==> config.mk <==
export PLATFORM = sky130hd
export DESIGN_NAME = digit_uart_tx
export DESIGN_NICKNAME = d
export VERILOG_FILES = /design/src/rtl/digit_uart_tx.sv
export SDC_FILE = /design/constraint.sdc
export NUM_CORES = 1
export LEC_CHECK = 0
export ABC_AREA = 1
export CAP_MARGIN = 20
export CORE_MARGIN = 8
export CORE_UTILIZATION = 45
export DETAILED_ROUTE_END_ITERATION = 8
export PLACE_DENSITY_LB_ADDON = 0.08
export SYNTH_ARGS = -nofsm -noshare
export SYNTH_HDL_FRONTEND = slang
export SYNTH_SLANG_ARGS = --single-unit
==> constraint.sdc <==
create_clock -name clk -period 1.9 [get_ports clk]
set_input_delay 0.38 -clock clk [delete_from_list [all_inputs] [get_ports clk]]
set_output_delay 0.38 -clock clk [all_outputs]
set_load 0.02 [all_outputs]
==> src/rtl/digit_uart_tx.sv <==
// Classifier result reporter: each accepted digit is sent as an ASCII frame
// (digit char, CR, LF) over an 8N1, LSB-first UART line.
module digit_uart_tx #(
    parameter int CLKS_PER_BIT = 868
) (
    input  logic       clk,
    input  logic       rst_n,
    input  logic       digit_valid,
    input  logic [7:0] digit,
    output logic       ready,
    output logic       busy,
    output logic       tx
);

    localparam int BW = $clog2(CLKS_PER_BIT);

    typedef enum logic [1:0] {S_IDLE, S_START, S_DATA, S_STOP} state_t;

    state_t          state, state_nx;
    logic [BW-1:0]   baud_cnt, baud_nx;
    logic [2:0]      bit_idx, bit_nx;
    logic [1:0]      byte_idx, byte_nx;
    logic [7:0]      char_q, char_nx;
    logic [7:0]      cur_byte;
    logic            tx_d;
    logic            baud_done;

    assign baud_done = (baud_cnt == BW'(CLKS_PER_BIT - 1));

    // State register; tx is registered so the pin never sees decode glitches
    always_ff @(posedge clk or negedge rst_n) begin
        if (!rst_n) begin
            state    <= S_IDLE;
            baud_cnt <= '0;
            bit_idx  <= '0;
            byte_idx <= '0;
            char_q   <= '0;
            tx       <= 1'b1;
        end else begin
            state    <= state_nx;
            baud_cnt <= baud_nx;
            bit_idx  <= bit_nx;
            byte_idx <= byte_nx;
            char_q   <= char_nx;
            tx       <= tx_d;
        end
    end

    // Next-state and counter logic
    always_comb begin
        state_nx = state;
        baud_nx  = baud_cnt;
        bit_nx   = bit_idx;
        byte_nx  = byte_idx;
        char_nx  = char_q;
        case (state)
            S_IDLE: begin
                if (digit_valid) begin
                    state_nx = S_START;
                    baud_nx  = '0;
                    byte_nx  = 2'd0;
                    char_nx  = (digit <= 8'd9) ? (8'h30 + digit) : 8'h3F;
                end
            end
            S_START: begin
                if (baud_done) begin
                    baud_nx  = '0;
                    bit_nx   = 3'd0;
                    state_nx = S_DATA;
                end else begin
                    baud_nx = baud_cnt + 1'b1;
                end
            end
            S_DATA: begin
                if (baud_done) begin
                    baud_nx = '0;
                    if (bit_idx == 3'd7) state_nx = S_STOP;
                    else                 bit_nx   = bit_idx + 3'd1;
                end else begin
                    baud_nx = baud_cnt + 1'b1;
                end
            end
            S_STOP: begin
                if (baud_done) begin
                    baud_nx = '0;
                    if (byte_idx < 2'd2) begin
                        byte_nx  = byte_idx + 2'd1;
                        state_nx = S_START;
                    end else begin
                        state_nx = S_IDLE;
                    end
                end else begin
                    baud_nx = baud_cnt + 1'b1;
                end
            end
            default: state_nx = S_IDLE;
        endcase
    end

    // Outputs; tx_d looks one cycle ahead so the register lands on the right bit
    always_comb begin
        ready = (state == S_IDLE);
        busy  = ~ready;
        case (byte_idx)
            2'd0:    cur_byte = char_q;
            2'd1:    cur_byte = 8'h0D;
            default: cur_byte = 8'h0A;
        endcase
        case (state_nx)
            S_START: tx_d = 1'b0;
            S_DATA:  tx_d = cur_byte[bit_nx];
            default: tx_d = 1'b1;
        endcase
    end

endmodule

# --- Yosys cells after proc, flatten, opt, wreduce, memory -nomap -nowiden ---
# Index checks and enable logic that the tools add are counted.
op_classes:
  order_cmp: 3
  n_eq_ne: 11
  addsub: 4
  reduce_logical: 6
  n_bitwise: 1
  n_mux: 23
op_table:
  columns: ["operator", "n"]
  rows:
  - ["2-to-1 mux 10 bit", 2]
  - ["one-hot mux 10 bit (2 select lines)", 1]
  - ["2-to-1 mux 2 bit", 8]
  - ["one-hot mux 8 bit (2 select lines)", 1]
  - ["adder 10 x 1 -> 10 bit, second input constant", 1]
  - ["== test 10 bit, second input constant", 1]
  - ["2-to-1 mux 3 bit", 3]
  - ["adder 6 x 8 -> 8 bit, first input constant", 1]
  - ["less-or-equal comparator 8 x 4 -> 1 bit, second input constant", 1]
  - ["2-to-1 mux 8 bit", 1]
  - ["one-hot mux 2 bit (4 select lines)", 1]
  - ["== test 2 x 1 -> 1 bit, second input constant", 3]
  - ["== test 2 bit, second input constant", 3]
  - ["inequality test 2 bit, second input constant", 3]
  - ["one-hot mux 3 bit (2 select lines)", 1]
  - ["logical NOT 2 bit", 2]
  - ["< comparator 3 x 4 -> 1 bit, second input constant", 1]
  - ["one-hot mux 2 bit (2 select lines)", 1]
  - ["AND reduction 4 bit", 1]
  - ["adder 3 x 1 -> 3 bit, second input constant", 1]
  - ["binary-select mux 1 bit (select 3 bit)", 1]
  - ["== test 3 bit, second input constant", 1]
  - ["OR reduction 3 bit", 1]
  - ["adder 2 x 1 -> 2 bit, second input constant", 1]
  - ["6 further kinds", 7]
word_totals:
  in_bits: 11
  reg_bits: 26

# --- Longest topological paths before layout ---
depth:
  depth_word: 7
  mapped_depth: 15

# --- Least setup slack after synthesis ---
# OpenSTA, ideal clock, no wires.
synth_timing:
  kind: "register to register"
  startpoint: "register state[1]"
  endpoint: "register tx"
  setup_time_ns: 0.060
  setup_slack_ns: -0.058
  required_time_ns: 1.840
  arrival_ns: 1.898
  path_stages_with_launch: 11
  path_buffers: 0
  cell_sequence: "dfrtp_1 inv_1 ha_1 inv_2 nor2_1 inv_2 o21ai_1 nand2_1 inv_2 nand2_1 nand2_1"
synth_via:
  elab_cells_between_ends: 16
  classes_between: "5 x eq/ne; 10 x mux; 1 x reduce/logical"
synth_rtl:
  columns: ["element", "line_no", "rtl"]
  rows:
  - ["from (decl)", "19", "state_t state, state_nx;"]
  - ["from (signal assigned)", "40", "state <= state_nx;"]
  - ["logical NOT 2 bit (*)", null, null]
  - ["net ready", "10", "output logic ready,"]
  - ["one-hot mux 2 bit (4 select lines) (*)", "56", "case (state)"]
  - ["== test 2 bit / == test 2 x 1 -> 1 bit (equally long branches)", "109", "case (state_nx)"]
  - ["one-hot mux 1 bit (2 select lines) (*)", "109", null]
  - ["net tx_d", "25", "logic tx_d;"]
  - ["to (signal assigned)", "45", "tx <= tx_d;"]
  - ["to (decl)", "12", "output logic tx"]
# The timed path passes the listed nets; every way through them passes the cells marked *. The select of a mux whose other input is x is not followed.
# A chain may end at the register's enable or synchronous reset.

# --- Worst setup path in the final report ---
layout_timing:
  startpoint: "register state[1]"
  endpoint: "output port busy"
layout_via:
  elab_chain_len: 2
layout_lines:
  columns: ["element", "line_no", "rtl"]
  rows:
  - ["logical NOT 2 bit", "102", "ready = (state == S_IDLE);"]
  - ["NOT 1 bit", "103", "busy = ~ready;"]
  - ["to (decl)", "11", "output logic busy,"]
# Every way passes these cells.

==> results.json <==
{
  "wirelength_um": 3390,
  "critPathMaxStageDelay_ps": 390,
  "avgSynthCellArea_um2": 8.13,
  "reg2reg_to": "tx",
  "cp_num_buf_inv": 3,
  "pre_cts_ws_ps": -167,
  "reg2reg_from": "baud_cnt[1]",
  "dieArea_mm2": 0.00604,
  "pin_count": 14,
  "core_mm2": 0.00366,
  "worstHoldPathType": "primary input to asynchronous set/reset pin",
  "root_buffer": "clkbuf_8",
  "cts_inserted_buffers": 3,
  "critical_path_arrival_ps": 1420,
  "cts_tree": "done",
  "grt_max_degree": 19,
  "layout_common_cells": "nand2_1 (48), inv_1 (26), dfrtp_1 (25)",
  "period_share": 0.948,
  "cp.required_ps": 1520,
  "r2r_slack_ps": 120,
  "fin_util": 0.565,
  "outcome": "completed",
  "max_freq_mhz": 555,
  "synth_area_mm2": 0.00172,
  "cp_slowest_cell": "dfrtp_1",
  "cp_num_cells": 4,
  "grt_pass1_vias": 1361,
  "antenna_found_initial": 0,
  "setup_viol": 0,
  "cts-htree-levels": 1,
  "fillerInstances": 347,
  "initial_utilization": 0.469,
  "rows": 22,
  "first_pass_iters": 4,
  "ys_warn_count": 0,
  "drt_iter0_markers": 70,
  "max_cap_viol_count": 0,
  "clk_latency_ps": 260,
  "setup_slack_ps": 97.9,
  "place.gp.congestion": 0.815,
  "cp-start-kind": "flip-flop",
  "cp-startpoint": "state[1]",
  "vias_per_cell": 4.94,
  "final_nets": 261,
  "leakagePower_uw": 0.00101,
  "worst_slew_pin_slew_ps": 436,
  "cts_sinks": 26,
  "multiInputGateArea_um2": 960,
  "period_needed_ps": 1800,
  "cp_cell_sequence": "inv_1 > ha_2 > inv_2 > dlygate4sd2_1",
  "remaining_drc_errors": 0,
  "final_common_cell": "nand2_1",
  "peakVddDrop_mv": 0.487,
  "die_y_um": 77.7,
  "wire_per_inst_um": 11.9,
  "skew_ps": 2.16,
  "clk_transition_reported_paths_ps": 90,
  "synth.distinct_cells": 38,
  "grt-ovfl-total": 0,
  "holdWs_ps": 417,
  "n_antenna_cell": 0,
  "crit_end": "busy",
  "relSlewSlack": 0.708,
  "total_power_uw": 1350,
  "ys_ff_latch": 26,
  "critical_path_class": "flip-flop to primary output",
  "slew_violations": 0,
  "yosysSeqAreaShare": 0.380,
  "rsz0062_at_grt": "yes",
  "cpLargestDelayFamily": "buffers and inverters",
  "die_w_um": 77.7,
  "areaGrowthSynthToFinish_pct": 20.5,
  "hold_violations": 0,
  "dr_total_vias": 1413,
  "p_per_area_mw_per_mm2": 653,
  "ant_nets": 0,
  "reg2regPathDepth": 15,
  "port_buffers": 13,
  "synth_fp_nets": 233,
  "syn_inst": 211,
  "clk_path_buf_depth": 2,
  "critPathMaxFanout": 5,
  "drive_gt1_frac": 0.189,
  "grt.total_usage": 0.112,
  "grt_pass1_wl_um": 5750,
  "dp.final_hpwl_um": 2810,
  "seqCellArea_um2": 652,
  "end_kind": "primary output"
}
==> cell families (layout without fill, tap and decap cells) <==
family	count (synthesis)	in the layout	synth area share
simple gates	103	103	0.321
buf+inv	34	61	0.0788
fa+ha+maj	11	11	0.0802
flops	26	26	0.380
xor+xnor	4	4	0.0204
compound gates	33	33	0.120
==> metrics by stage <==
| step | instances | cell area [um2] | setup TNS [ps] |
|---|---|---|---|
| after floorplan | 211 | 1720 | 0 |
| after global placement | 280 | 1980 | -329 |
| after detailed placement | 280 | 1980 | -822 |
| after CTS | 284 | 2020 | 0 |
| after global routing | 286 | 2070 | -34.9 |
| final | 286 | 2070 | 0 |
==> where the power goes <==
| part | internal (uW) | switching (uW) |
|---|---|---|
| registers | 627 | 97.2 |
| clock network | 150 | 163 |
| logic | 142 | 171 |
==> cell usage after synthesis <==
master,number,area [um2]
nand2_1,49,184
inv_1,26,97.6
dfrtp_1,25,626
nor2_1,17,63.8
ha_1,11,138
nand3_1,10,50.1
a21oi_1,8,40.0
o21ai_0,7,35.0
inv_2,6,22.5
nand4_1,6,37.5
nand2_2,4,25.0
nand3_4,4,70.1
nor2_2,3,18.8
nor3_1,3,15.0
o21ai_1,3,15.0
xor2_1,3,26.3
a31oi_1,2,12.5
o21a_1,2,15.0
o22ai_1,2,12.5
o31ai_1,2,15.0
a211o_1,1,8.76
a21o_1,1,7.51
a22o_1,1,8.76
a311oi_1,1,8.76
a31o_1,1,8.76
a41oi_1,1,8.76
and2_1,1,6.26
buf_6,1,11.3
clkbuf_1,1,3.75
dfstp_2,1,26.3
nand2_4,1,11.3
nand3_2,1,10.0
nand4_4,1,21.3
nor2_4,1,11.3
nor2_8,1,20.0
o21ai_2,1,8.76
or2_2,1,6.26
xnor2_1,1,8.76
==> cell type report <==
type	instances	area share
tap	48	0.0291
sequential	26	0.315
multi-input combinational	151	0.464
clock buffer	4	0.0218
timing repair buffer	25	0.111
inverter	32	0.0581
==> flip-flops by register name (all words and copies together), names as in the netlist <==
register / cells
tx: 1
state: 2
byte_idx: 2
char_q: 8
bit_idx: 3
baud_cnt: 10
==> per-layer routing <==
metal / GRT usage / vias to the layer above / share of wire
li1: - / 750 / -
met1: 0.140 / 637 / 0.49
met2: 0.187 / 24 / 0.46
met3: 0.0242 / 2 / 0.043
met4: 0.0340 / 0 / 0.0065
met5: 0 / - / 0
==> worst min path at each step <==
stage                     depth (start not counted)        start           to  slack [ps]
after CTS                                         1        rst_n  baud_cnt[7]         430
after global placement                            2  byte_idx[1]  byte_idx[1]         470
after floorplan                                   0        rst_n  baud_cnt[0]          80
final                                             1        rst_n  baud_cnt[5]         420
after global routing                              1        rst_n  baud_cnt[5]         460
after detailed placement                          1    char_q[7]    char_q[7]         480
==> timing repair <==
action / CTS / global route
setup buffers: 0 / 2
resized for setup: 2 / 6
hold buffers: 0 / 0
pin swaps: 0 / 2
setup endpoints to repair: 2 / 5
hold endpoints to repair: 0 / 0
(Power assumes the default switching activity.)
